--- config.mk ---
export PLATFORM = sky130hd
export DESIGN_NAME = feature_window_unloader
export DESIGN_NICKNAME = d
export VERILOG_FILES = /design/src/rtl/feature_window_unloader.sv
export SDC_FILE = /design/constraint.sdc
export NUM_CORES = 1
export LEC_CHECK = 0
export CORE_MARGIN = 5
export CORE_UTILIZATION = 47
export DETAILED_ROUTE_END_ITERATION = 6
export HOLD_SLACK_MARGIN = 0.02
export PLACE_DENSITY_LB_ADDON = 0.12
export RECOVER_POWER = 100
export SYNTH_ARGS = -nofsm -noshare
export SYNTH_HDL_FRONTEND = slang
export SYNTH_SLANG_ARGS = --single-unit
export TNS_END_PERCENT = 10
--- constraint.sdc ---
create_clock -name clk -period 8.1 [get_ports clk]
set_clock_uncertainty 0.1 [all_clocks]
set_input_delay 1.62 -clock clk [delete_from_list [all_inputs] [get_ports clk]]
set_output_delay 1.62 -clock clk [all_outputs]
set_load 0.005 [all_outputs]
--- src/rtl/feature_window_unloader.sv ---
// rtl/feature_window_unloader.sv - snapshot a 6-word feature window and stream it oldest-first with a running sum
module feature_window_unloader #(
  parameter int DATA_W = 37,
  parameter int DEPTH  = 6,
  parameter int IDX_W  = 3
) (
  input  logic                     clk,
  input  logic                     rst,
  input  logic                     win_valid,
  input  logic                     win_update,
  input  logic signed [DATA_W-1:0] din_stage1,
  input  logic signed [DATA_W-1:0] din_stage2,
  input  logic signed [DATA_W-1:0] din_stage3,
  input  logic signed [DATA_W-1:0] din_stage4,
  input  logic signed [DATA_W-1:0] din_stage5,
  input  logic signed [DATA_W-1:0] din_stage6,
  output logic signed [DATA_W-1:0] dout,
  output logic [IDX_W-1:0]         dout_idx,
  output logic                     dout_valid,
  input  logic                     dout_ready,
  output logic                     dout_last,
  output logic signed [DATA_W+2:0] sum_out,
  output logic                     sum_valid,
  output logic                     busy,
  output logic                     overrun
);

  localparam int SUM_W = DATA_W + 3;
  localparam logic [IDX_W-1:0] LAST_IDX = IDX_W'(DEPTH - 1);

  typedef enum logic [1:0] {
    S_IDLE   = 2'd0,
    S_STREAM = 2'd1,
    S_DONE   = 2'd2
  } state_t;

  state_t                   state_q, state_d;
  logic [IDX_W-1:0]         idx_q, idx_d;
  logic signed [SUM_W-1:0]  acc_q, acc_d;
  logic signed [SUM_W-1:0]  sum_q, sum_d;
  logic                     overrun_q, overrun_d;
  logic                     load;

  // Buffer slot 0 holds the oldest stage so the index counts in stream order.
  logic signed [DATA_W-1:0] buf_q [DEPTH];

  logic                     capture;
  logic                     streaming;
  logic                     handshake;
  logic signed [DATA_W-1:0] word_sel;
  logic signed [SUM_W-1:0]  word_ext;

  assign capture   = win_update & win_valid;
  assign streaming = (state_q == S_STREAM);
  assign handshake = streaming & dout_ready;
  assign word_ext  = {{(SUM_W - DATA_W){word_sel[DATA_W-1]}}, word_sel};

  // Select the buffered word for the current index with an explicit mux so
  // the unused index codes resolve to zero instead of an out-of-range read.
  always_comb begin
    word_sel = '0;
    case (idx_q)
      3'd0:    word_sel = buf_q[0];
      3'd1:    word_sel = buf_q[1];
      3'd2:    word_sel = buf_q[2];
      3'd3:    word_sel = buf_q[3];
      3'd4:    word_sel = buf_q[4];
      3'd5:    word_sel = buf_q[5];
      default: word_sel = '0;
    endcase
  end

  // Next-state logic: capture only from IDLE, accumulate on each handshake,
  // flag any window offered while the previous one is still in flight.
  always_comb begin
    state_d   = state_q;
    idx_d     = idx_q;
    acc_d     = acc_q;
    sum_d     = sum_q;
    overrun_d = overrun_q;
    load      = 1'b0;
    case (state_q)
      S_IDLE: begin
        if (capture) begin
          load    = 1'b1;
          idx_d   = '0;
          acc_d   = '0;
          state_d = S_STREAM;
        end
      end
      S_STREAM: begin
        if (capture) begin
          overrun_d = 1'b1;
        end
        if (handshake) begin
          acc_d = acc_q + word_ext;
          if (idx_q == LAST_IDX) begin
            sum_d   = acc_q + word_ext;
            idx_d   = '0;
            state_d = S_DONE;
          end else begin
            idx_d = idx_q + 1'b1;
          end
        end
      end
      S_DONE: begin
        if (capture) begin
          overrun_d = 1'b1;
        end
        state_d = S_IDLE;
      end
      default: begin
        state_d = S_IDLE;
      end
    endcase
  end

  // Control and result registers.
  always_ff @(posedge clk) begin
    if (rst) begin
      state_q   <= S_IDLE;
      idx_q     <= '0;
      acc_q     <= '0;
      sum_q     <= '0;
      overrun_q <= 1'b0;
    end else begin
      state_q   <= state_d;
      idx_q     <= idx_d;
      acc_q     <= acc_d;
      sum_q     <= sum_d;
      overrun_q <= overrun_d;
    end
  end

  // Window snapshot, loaded only on an accepted capture so a dropped window
  // leaves the word being streamed untouched.
  always_ff @(posedge clk) begin
    if (rst) begin
      for (int i = 0; i < DEPTH; i++) begin
        buf_q[i] <= '0;
      end
    end else if (load) begin
      buf_q[0] <= din_stage6;
      buf_q[1] <= din_stage5;
      buf_q[2] <= din_stage4;
      buf_q[3] <= din_stage3;
      buf_q[4] <= din_stage2;
      buf_q[5] <= din_stage1;
    end
  end

  // Outputs are decoded from registered state only, so dout_valid never
  // depends on dout_ready and the offered word stays stable until accepted.
  assign dout       = streaming ? word_sel : '0;
  assign dout_idx   = streaming ? idx_q : '0;
  assign dout_valid = streaming;
  assign dout_last  = streaming & (idx_q == LAST_IDX);
  assign sum_out    = sum_q;
  assign sum_valid  = (state_q == S_DONE);
  assign busy       = (state_q == S_STREAM) | (state_q == S_DONE);
  assign overrun    = overrun_q;

endmodule

==> summary.md, run 1 <==
| Metric | Value |
|---|---|
| # IOs | `312` |
| End of the worst register-to-register path | `sum_out[32]` |
| Cells on worst reg2reg path | `16` |
| Final hold viol count | `0` |
| CTS tree | `built` |
| Data required time of the critical path | `slightly above 8 ns` |
| Highest clock rate | `0.1664 GHz` |
| Setup slack of the worst register-to-register path | `2.63 ns` |
| Via count of the first global-routing pass | `around 11000` |
| Worst hold path depth | `2` |
| Global-route congestion overflow total | `0` |
| Synth-to-layout area growth | `30.04%` |
| Max-Slew Margin vs Limit | `-124.9%` |
| H-tree levels | `2` |
| Slew at the pin closest to its max-slew limit | `3.374 ns` |
| Root Buffer Master | `clkbuf_16` |
| Worst slack, placed | `3.232 ns` |
| Number of post-CTS setup repair buffers | `0` |
| Period Utilization, post-route | `74.21%` |
| Number of buffers inserted by port buffering | `311` |
| Pwr dens | `207.8 nW/um^2` |
| Die ar. | `about 35000 sq um` |
| Maximum clock path buffer count | `3` |
| Total of max-cap violations | `3` |
| Launching element of the worst setup path | `rst` |
| Initial Util | `47.34%` |
| Via count | `11220` |
| Combinational family with the most area after synthesis | `simple AND/OR/NAND/NOR gates` |
| Finished Cell Area | `19280 sq um` |
| Via density | `5.516` |
| Final setup margin | `between 2 and 2.5 ns` |
| Number of buffers created by CTS | `35` |
| Cell accounting for the most synthesized area | `edfxtp_1` |
| Vert. Die Dim | `187.6 um` |
| Initial antenna violation count | `2` |
| Resized Gates After CTS | `0` |
| Layout cell share with drive strength beyond 1 | `4.969%` |
| Post-Synthesis Net Count | `1601` |
| Setup-failing EPs final | `0` |
| Number of iterations in the first detailed-routing pass | `7` |
| Leakage | `about 7.4 nW` |
| Post-detailed-routing wire length | `41480 um` |
| Share of flip-flops with an asynchronous set or reset after synthesis | `0%` |
| Drt wl/cell | `20.39 um` |
| Complex-gate fraction of the synthesized area | `15.09%` |
| Post-Syn Instances | `1330` |
| Adder-cell share of the synthesized area | `3.765%` |
| Total routing resource utilization after global routing | `23.06%` |
| Min-Delay Endpoint | `sum_out[18]` |
| Cell Area, Placed | `18180 sq um` |
| Result of the run | `finished, violations left` |
| Post-synthesis cell area | `14820 sq um` |
| Area of the placeable core | `31310 sq um` |
| Setup total negative slack | `0 ns` |
| Worst setup path class | `in -> reg` |
| XOR/XNOR share of the synthesized area | `2.304%` |
| First-pass GRT wire length | `64160 um` |
| Top_reg_cell synth | `edfxtp_1` |
| Fill cell instance count of the final layout | `between 2000 and 3000` |
| Final min period | `between 6 and 7 ns` |
| Post-synthesis simple-gate area fraction | `between 10% and 20%` |
| Largest voltage drop on the vdd net | `roughly 0.12 mV` |
| Clock-pin slew on the worst setup and hold paths | `0.06 ns` |
| Mean instance size in the synthesized netlist | `roughly 11 sq um` |
| Multiplexer area fraction after synthesis | `0.07597%` |
| DRC Markers | `0` |
| Number of buffers inserted by hold repair at cts | `0` |
| Launching element type of the critical path | `primary input` |
| Endpoint class of the critical path | `register` |
| Number of DRC markers in iteration 0 | `960` |
| Share of Yosys cell area claimed by the top area cell type | `between 40% and 50%` |
| Register bit total from synthesis | `308` |
| Worst skew pair latency | `0.51 ns` |
| Layout Nets | `1875` |
| Pin count of the biggest net entering global routing | `191` |
| Clk sink count | `308` |
| Chip width | `187.6 um` |
| Rows | `65` |
| Post-route ant nets | `0` |
| Synth area leaders | `edfxtp_1 (45%), dfxtp_1 (12%), and2_1 (11%), a22oi_1 (6.3%), ha_1 (3.6%)` |
| Max-slew violations | `between 200 and 250` |
| Largest fanout on the critical path | `120` |
| Warnings from Yosys | `0` |
| Arrival time at the worst endpoint | `around 6.2 ns` |
| Worst Hold Launch | `sum_out[18]` |
| Path class of the lowest-slack min-delay path | `reg -> reg` |
| Violated checks | `capacitance limit, slew limit` |
| Count of different cell masters after synthesis | `66` |
| Worst R2R Start | `idx_q[2]` |
| Placed wire-length estimate after detailed placement | `around 30000 um` |
| Sequential element share of the synthesized area | `56.59%` |
| Final weighted congestion of routability-driven global placement | `0.9172` |
| RSZ-0062 raised after global routing | `false` |
| EDFF count, synth | `approximately 220` |
cells in the mapped netlist, drive strengths merged (2+ instances only):
cell type,instances
a31o,2
nor4b,2
xor2,14
nor3b,4
o31ai,2
a221oi,3
and2,267
dfxtp,86
buf,8
a22oi,124
a21o,23
ha,43
clkbuf,79
a31oi,7
inv,12
a211o,5
nor2,49
o21a,4
nand3,46
nand2,104
o21bai,5
nor3,12
a22o,17
and4,3
xnor2,25
nand2b,7
a221o,2
edfxtp,222
nand4,8
o21ai,29
and3,3
a21oi,79
nor2b,7
a211oi,7
a311oi,2
state kept, by name (all words and copies together), names as in the netlist:
| register | count |
|---|---|
| state_q | 2 |
| overrun | 1 |
| idx_q | 3 |
| buf_q | 222 |
| sum_out | 40 |
| acc_q | 40 |
worst max-delay path, stage by stage:
cell,delay (ns)
buf_2,0.07
clkbuf_1,2.37
nor2_4,-0.06
buf_4,0.45
clkbuf_2,1.05
and2_0,0.58
stage by stage:
stage / total power, mW / cells / hold slack, ns / util (%)
final: 4.006 / 2034 / 0.3501 / 61.56
after global routing: 4.167 / 2034 / 0.3653 / 61.56
after CTS: 4.039 / 2032 / 0.3551 / 61.83
after detailed placement: 2.433 / 1969 / 0.3477 / 58.07
after global placement: 2.430 / 1969 / 0.3416 / 58.07
after floorplan: 2.181 / 1330 / 0.3315 / -
kinds of logic (layout without fill, tap and decap cells):
group | Yosys count | after routing
XOR/XNOR | 39 | 39
multiplexers | 1 | 1
buffers and inverters | 101 | 401
adder cells (fa/ha/maj) | 44 | 44
AND/OR/NAND/NOR | 518 | 518
AO/OA/AOI/OAI | 319 | 319
other | 0 | 2
flip-flops | 308 | 308
report_power, final:
| part | internal, mW | switching (mW) |
|---|---|---|
| logic | 0.241 | 0.314 |
| registers | 1.81 | 0.0332 |
| clock network | 0.991 | 0.619 |
final cells by class:
cell class | instances | area [sq um] | area share (%)
Clock inverter | 21 | 276.5 | 1.435
Sequential cell | 308 | 8388 | 43.52
Multi-Input combinational cell | 921 | 5937 | 30.80
Timing Repair Buffer | 326 | 3219 | 16.70
Inverter | 12 | 45.04 | 0.2337
Clock buffer | 42 | 902.1 | 4.680
Antenna cell | 2 | 5.005 | 0.02596
Tap cell | 402 | 503.0 | 2.609
cells in the final DEF, fill, tap and decap left out, types with 42 or more instances in the layout:
cell             instances
nand2_1                104
and2_0                 145
ha_1                    42
a22oi_1                124
edfxtp_1               222
nand3_1                 46
nor2_1                  48
and2_1                 119
a21oi_1                 79
dfxtp_1                 86
clkdlybuf4s50_1        252
dlygate4sd3_1           58
worst max path at each step:
stage	end	depth (start not counted)
after floorplan	buf_q[0][0]	3
after global placement	sum_out[38]	17
after detailed placement	sum_out[38]	17
after CTS	dout[20]	6
after global routing	buf_q[5][18]	6
final	buf_q[5][18]	6
metal layers:
layer  GRT usage [%]  vias to the layer above  wire length, um
met5               0                        -                0
met4           6.155                        0             1005
li1                -                     5375                -
met3           4.337                       61             3073
met1           32.77                     5347            18290
met2           36.65                      437            19110
(Power assumes the default switching activity.)
==> run 2, diff against run 1 <==
Settings changed: CORE_UTILIZATION 47 to 50.
Clock period 8.1 ns to 6.1 ns, I/O delays scaled along.
==> run 2 against run 1 <==
Effect of this change:
- the flow still finishes with violations (capacitance limit, slew limit)
- power is 29% higher
- combinational power up 34%
- count of clock-buffer cells in the layout rose by 6
- non-clock buffer count up 5
- first-iteration DRC count is 5.5% higher
- highest routed layer unchanged
==> summary.md, run 2 (synthesized netlist as in run 1, its figures left out) <==
| Metric | Value |
|---|---|
| Endpoint class of the critical path | `register` |
| Largest stage delay on the critical path | `0.90 ns (-1.47 ns)` |
| Commonest non-fill, non-tap cells in the layout | `clkdlybuf4s50_1 (248), edfxtp_1 (222), and2_1 (132), and2_0 (132), a22oi_1 (124)` |
| Number of DRC markers in iteration 0 | `1013 (+5.5%)` |
| Synth-to-layout area growth | `29.96% (about the same)` |
| # IOs | `312 (unchanged)` |
| Via count of the first global-routing pass | `11180 (-1.0%)` |
| Period Utilization, post-route | `87.22%` |
| Result of the run | `finished, violations left` |
| Rows | `63 (-3.1%)` |
| Max-slew violations | `242 (+0.83%)` |
| Clock-pin slew on the worst setup and hold paths | `0.06 ns (about the same)` |
| Setup total negative slack | `0 ns (unchanged)` |
| Cells on worst reg2reg path | `16 (unchanged)` |
| Number of non-filler instances in the completed layout | `2027 (-0.34%)` |
| Area of the placeable core | `29480 sq um (-5.8%)` |
| DRC Markers | `0 (unchanged)` |
| Largest voltage drop on the vdd net | `0.1711 mV (+41%)` |
| RSZ-0062 raised after global routing | `false` |
| Worst setup path class | `reg -> reg` |
| Worst skew pair latency | `0.52 ns (about the same)` |
| Via density | `5.551 (+0.63%)` |
| Number of buffers inserted by port buffering | `311 (unchanged)` |
| CTS tree | `built` |
| Global-route congestion overflow total | `0 (unchanged)` |
| Number of post-CTS setup repair buffers | `0 (unchanged)` |
| Power consumption | `5.170 mW (+29%)` |
| CP most frequent cell | `buf_4` |
| Number of buffers created by CTS | `34 (-2.9%)` |
| End of the worst register-to-register path | `sum_out[38]` |
| Number of placed cells counting well taps | `1962 (-0.36%)` |
| Data required time of the critical path | `6.45 ns (-1.79 ns)` |
| CP Capture Point | `sum_out[38]` |
| Core utilization of the finished layout | `65.34% (+3.8 points)` |
| Most frequent standard cell in the layout excluding fill and tap cells | `clkdlybuf4s50_1` |
| Final weighted congestion of routability-driven global placement | `0.9078 (-1.0%)` |
| Pwr dens | `268.4 nW/um^2 (+29%)` |
| Highest-delay cell along the critical path | `nor3b_1` |
| Chip width | `182.2 um (-2.9%)` |
| Initial Util | `50.28% (+2.9 points)` |
| Number of iterations in the first detailed-routing pass | `5 (-2)` |
| Total routing resource utilization after global routing | `24.26% (+1.2 points)` |
| Layout cell share with drive strength beyond 1 | `5.511% (+0.54 points)` |
| Pin count of the biggest net entering global routing | `110 (-42%)` |
| Setup slack of the worst register-to-register path | `0.78 ns (-1.85 ns)` |
| Slew at the pin closest to its max-slew limit | `3.239 ns (-0.1349 ns)` |
| Clk sink count | `308 (unchanged)` |
| Highest clock rate | `between 0.15 and 0.2 GHz` |
| Arrival time at the worst endpoint | `5.67 ns (-0.48 ns)` |
| Biggest register | `buf_q` |
| Number of flip-flops under the largest register name | `222 (unchanged)` |
| Launching element type of the critical path | `register` |
| Worst R2R Start | `idx_q[0]` |
| Vert. Die Dim | `182.2 um (-2.9%)` |
| Post-route ant nets | `0 (unchanged)` |
| H-tree levels | `2 (unchanged)` |
| Violated checks | `capacitance limit, slew limit` |
| Root Buffer Master | `clkbuf_16` |
| Drt wl/cell | `20.50 um (+0.54%)` |
| Leakage | `7.455 nW (+0.39%)` |
| Via count | `11250 (+0.29%)` |
| Total of max-cap violations | `4 (+1)` |
| Ordered cell list for the critical path | `nor3b_1 -> buf_4 -> buf_4 -> a22oi_1 -> nand3_1 -> ha_1 -> nand2_1 -> nor2_1 -> a2111oi_4 -> a31oi_2 -> o31a_4 -> a21oi_1 -> o21ai_2 -> a221o_1 -> nor4b_1 -> a211o_1` |
| Setup-failing EPs final | `0 (unchanged)` |
| Initial antenna violation count | `3 (+1)` |
| Layout Nets | `1879 (+0.21%)` |
| Placed wire-length estimate after detailed placement | `30090 um (+1.9%)` |
| First-pass GRT wire length | `63250 um (-1.4%)` |
| Final min period | `5.321 ns` |
| Die ar. | `33190 sq um (-5.7%)` |
| Max-Slew Margin vs Limit | `-116.0% (+9.0 points)` |
| Final hold viol count | `0 (unchanged)` |
| Maximum clock path buffer count | `3 (unchanged)` |
| Post-detailed-routing wire length | `41560 um (+0.20%)` |
| Number of buffers inserted by hold repair at cts | `0 (unchanged)` |
| Resized Gates After CTS | `0 (unchanged)` |
| Path class of the lowest-slack min-delay path | `reg -> reg` |
| Largest fanout on the critical path | `18 (-85%)` |
| Launching element of the worst setup path | `idx_q[0]` |
==> run 2: changes by cell type in the layout (fill, tap and decap cells not counted), sizes merged <==
cell | before | now
buf | 12 | 17
bufinv | 6 | 0
clkbuf | 46 | 52
clkdlybuf4s50 | 252 | 248
clkinv | 14 | 12
clkinvlp | 1 | 0
diode | 2 | 4
dlygate4sd3 | 58 | 62
inv | 12 | 13
==> run 2: layout make-up <==
type	instances	area, sq um
fill	2361	10220
antenna	4	10.01
timing repair buffer	331	3284
inverter	12	45.04
clock buffer	48	997.2
clock inverter	13	87.58
tap	390	488.0
multi-input combinational	921	5963
sequential	308	8388
==> run 2: how the worst min path moves through the flow <==
stage,startpoint,to,slack [ns],cells after the start
after floorplan,acc_q[20],acc_q[20],0.33,2
after global placement,sum_out[7],sum_out[7],0.34,2
after detailed placement,sum_out[16],sum_out[16],0.35,2
after CTS,sum_out[25],sum_out[25],0.36,2
after global routing,sum_out[8],sum_out[8],0.37,2
final,sum_out[9],sum_out[9],0.35,2
==> run 2: per-layer routing <==
metal  vias to the layer above  track usage, %  share of wire, %
met2                       420           38.56                47
li1                       5385               -                 -
met4                         0           7.145               2.5
met3                        63           4.724               6.8
met1                      5384           34.11                44
met5                         -               0                 0
==> run 2: worst max-delay path: cells and delay by family, from the launching register on <==
family,cells,cell delay [ns]
and+or+nand+nor,5,1.54
AOI/OAI and AO/OA,8,1.99
buffers and inverters,2,0.70
DFF,1,0.53
adders and majority gates,1,0.37
==> run 2: power by group <==
part	internal [mW]	total, mW	switching (mW)
registers	2.40	2.45	0.0446
clock network	1.15	1.98	0.831
logic	0.325	0.742	0.417
==> run 2: per-stage QoR <==
step                setup WS, ns  cell area [sq um]  hold slack (ns)
floorplan                 0.9994              14830           0.3315
global placement           1.500              18230           0.3417
detailed placement         1.347              18230           0.3503
CTS                        1.332              19320           0.3582
global route              0.5170              19260           0.3700
finish                    0.7795              19260           0.3499
==> edit 1: new RTL, config.mk and constraints of run 2 <==
Encoding of `state_t`: now one-hot (3 bits for 3 states).
--- a/src/rtl/feature_window_unloader.sv
+++ b/src/rtl/feature_window_unloader.sv
@@ -28,10 +28,10 @@
   localparam int SUM_W = DATA_W + 3;
   localparam logic [IDX_W-1:0] LAST_IDX = IDX_W'(DEPTH - 1);
 
-  typedef enum logic [1:0] {
-    S_IDLE   = 2'd0,
-    S_STREAM = 2'd1,
-    S_DONE   = 2'd2
+  typedef enum logic [2:0] {
+    S_IDLE   = 3'b001,
+    S_STREAM = 3'b010,
+    S_DONE   = 3'b100
   } state_t;
 
   state_t                   state_q, state_d;
Function: same outputs for any inputs over 4 cycles, from zero or initial values and one cycle with rst high; so few cycles prove little.
==> edit 1 against run 2 <==
- the flow still finishes with violations (capacitance limit, slew limit)
- hold slack worse by 2.1 ps
- power is 6.8% lower
- setup slack worse by 89 ps
- synthesized area is 0.24% lower
- final area hardly changed
- sequential power is 2% lower
- wire length is 0.90% higher
- sequential cell count is 1 higher
- critical path depth is 9 lower
==> edit 1: results (changes against run 2) <==
GPL Wtd Cong=0.939 (was 0.908); Setup WS pre-CTS=1220 ps (was 1350 ps); M1 WL=17400 um (was 18300 um); Max-Cap Viols=5 (was 4); Sequential cell area=0.00841 mm2 (was 0.00839 mm2); outcome=finished, violations left (unchanged); non-filler cells, final=2037 (was 2027); Reg-to-Reg Start=idx_q[1] (was idx_q[0]); Worst Path Arrival=4090 ps (was 5670 ps); worst vdd rail ir drop=166 uV (was 171 uV); Slew Limit Fails=504 (was 242); LEAKAGE=7.42 nW (was 7.45 nW); Crit Path Class=register to primary output (was register to register); Synth top area share=0.451 (was 0.450); critical path peak fanout=25 (was 18); FMAX=185 MHz (was 188 MHz); Vias/cell=5.58 (was 5.55); vias in the first global route=11200 (about the same); total track usage=0.245 (was 0.243); area of the die=0.0331 mm2 (was 0.0332 mm2); Synth Area in Compound Gates=0.154 (was 0.151); met3 WL=2620 um (was 2850 um); CTS buffer count=35 (was 34); met1 usage=0.328 (was 0.341); routing usage on met2=0.407 (was 0.386); Placed Area=0.0182 mm2 (about the same); DRT iter0 DRCs=809 (was 1013); dpl hpwl=29800 um (was 30100 um); failing checks=capacitance limit, slew limit (unchanged)
## edit 1: cell type report
| cell class | instances | area share |
|---|---|---|
| flip-flops and latches | 309 | 0.436 |
| multi-input cells | 926 | 0.310 |
| repair buffers | 323 | 0.165 |
| clock buffers | 48 | 0.0512 |
| well taps | 390 | 0.0253 |
| clock inverters | 15 | 0.00708 |
| inverters | 23 | 0.00448 |
| diodes | 3 | 0.000389 |
## edit 1: power groups by stage
stage	Sequential [W]	Clock [W]	Combinational [W]
3_5_place_dp	0.00243	0	0.000375
5_1_grt	0.00240	0.00216	0.000401
4_1_cts	0.00239	0.00208	0.000376
3_3_place_gp	0.00243	0	0.000371
2_1_floorplan	0.00243	0	0.000161
6_report	0.00240	0.00205	0.000373
## edit 1: cells by family after synthesis
kind of cell             after synthesis
buffers and inverters                108
XOR/XNOR                              37
flip-flops                           309
multiplexers                           1
adder cells (fa/ha/maj)               41
AO/OA/AOI/OAI                        330
AND/OR/NAND/NOR                      517
==> edit 2: new RTL, settings of run 2 <==
Made on the original files. The parameter `IDX_W` goes from 3 to 4.
--- a/src/rtl/feature_window_unloader.sv
+++ b/src/rtl/feature_window_unloader.sv
@@ -2,7 +2,7 @@
 module feature_window_unloader #(
   parameter int DATA_W = 37,
   parameter int DEPTH  = 6,
-  parameter int IDX_W  = 3
+  parameter int IDX_W  = 4
 ) (
   input  logic                     clk,
   input  logic                     rst,
Interface: changed (resized dout_idx); port bits go from 312 to 313. No check against the original RTL was run, so the function may have changed too.
==> edit 2 against run 2 <==
- the flow still finishes with violations (capacitance limit, slew limit)
- power fell by 0.84%
- setup slack got worse by 140 ps
- hold slack improved by 0.56 ps
- largest power group unchanged
- non-clock buffer count did not move
- count of clock-buffer cells in the layout fell by 3
- critical path depth fell by 9
- clock power fell by 2%
- sequential cell count rose by 1
- final area fell by 0.49%
- fmax fell by 2.6%
- synthesized area fell by 0.72%
- combinational power fell by 1%
- wire length rose by 0.69%
- die area fell by 0.68%
==> edit 2: results (changes against run 2) <==
most common library cells after synthesis=266 x and2_1, 222 x edfxtp_1, 130 x a22oi_1 (was 265 x and2_1, 222 x edfxtp_1, 124 x a22oi_1); Worst Hold Slack=350 ps (about the same); LEAKAGE=7.35 nW (was 7.45 nW); first drt pass iteration count=7 (was 5); via count=11300 (about the same); synth unique cells=54 (was 66); antenna violations before repair=5 (was 3); failing checks=capacitance limit, slew limit (unchanged); DRT iter0 DRCs=952 (was 1013); Placed Area=0.0182 mm2 (about the same); sequential area share after synthesis=0.571 (was 0.566); Slew Limit Fails=334 (was 242); non-filler cells, final=2017 (was 2027); GPL Wtd Cong=0.877 (was 0.908); Worst path max stage delay=940 ps (was 900 ps); outcome=finished, violations left (unchanged); Max-Cap Viols=6 (was 4); Avg Cell Area, Syn=11.1 um2 (about the same); dpl hpwl=29900 um (was 30100 um); setup slack after layout=639 ps (was 779 ps); Synth area leaders=edfxtp_1 45%, dfxtp_1 12%, and2_1 11%, a22oi_1 6.6%, ha_1 3.6% (was edfxtp_1 45%, dfxtp_1 12%, and2_1 11%, a22oi_1 6.3%, ha_1 3.6%); Slowest cell on crit path=clkbuf_1 (was nor3b_1); first-pass GRT wire length=63700 um (was 63300 um); CTS-repair resized insts=0 (unchanged); worst vdd rail ir drop=168 uV (was 171 uV); family with the most delay on the worst path=buffers and inverters (was compound AO/OA/AOI/OAI gates); Setup WS pre-CTS=1390 ps (was 1350 ps); share of layout cells above drive strength 1=0.0478 (was 0.0551); total track usage=0.245 (was 0.243); slew margin rel.=-0.799 (was -1.16); reg-to-reg setup timing slack=840 ps (was 780 ps); asr flop ratio synth=0 (unchanged); I/O Buffers=312 (was 311); Post-Syn Nets=1600 (was 1601); largest net degree at the start of global routing=134 (was 110); critical path peak fanout=22 (was 18); Worst Path Arrival=4140 ps (was 5670 ps); Routed WL=41800 um (was 41600 um); fin nets=1878 (was 1879)
[edit 2: worst paths after layout]
kind                     from           to  cells past startpoint
hold / removal    sum_out[31]  sum_out[31]                      2
setup reg to reg     idx_q[0]    acc_q[39]                     16
hold reg to reg   sum_out[31]  sum_out[31]                      2
setup / recovery     idx_q[0]     dout[16]                      7
[edit 2: worst min-delay path, cell delays in order, from the launching register on]
cell	delay, ps
dfxtp_1	300
nand2_1	50
a21oi_1	50
[edit 2: power breakdown]
| part | leakage, nW | switching (W) | total, W | internal [W] |
|---|---|---|---|---|
| Combinational | 3.77 | 0.000418 | 0.000733 | 0.000315 |
| Sequential | 3.06 | 0.0000455 | 0.00246 | 0.00241 |
| Clock | 0.522 | 0.000805 | 0.00194 | 0.00113 |
| Total | 7.35 | 0.00127 | 0.00513 | 0.00386 |
[edit 2: routing by layer]
metal | vias to the layer above | share of wire | global-route usage
li1 | 5388 | - | -
met1 | 5410 | 0.45 | 0.357
met2 | 449 | 0.45 | 0.379
met3 | 71 | 0.074 | 0.0454
met4 | 6 | 0.023 | 0.0654
met5 | - | 0.0013 | 0
[edit 2: cells by family after synthesis]
kind of cell | after synthesis | synth area share
compound gates | 325 | 0.152
xor+xnor | 40 | 0.0243
fa+ha+maj | 43 | 0.0371
buf+inv | 100 | 0.0258
flops | 309 | 0.571
simple gates | 513 | 0.189
[edit 2: final cells by class]
cell class | count | area [um2]
tap | 384 | 480
timing repair buffer | 331 | 3250
inverter | 11 | 41.3
antenna | 2 | 5.00
fill | 2237 | 9690
sequential | 309 | 8410
clock inverter | 14 | 103
clock buffer | 45 | 943
multi-input combinational | 921 | 5940
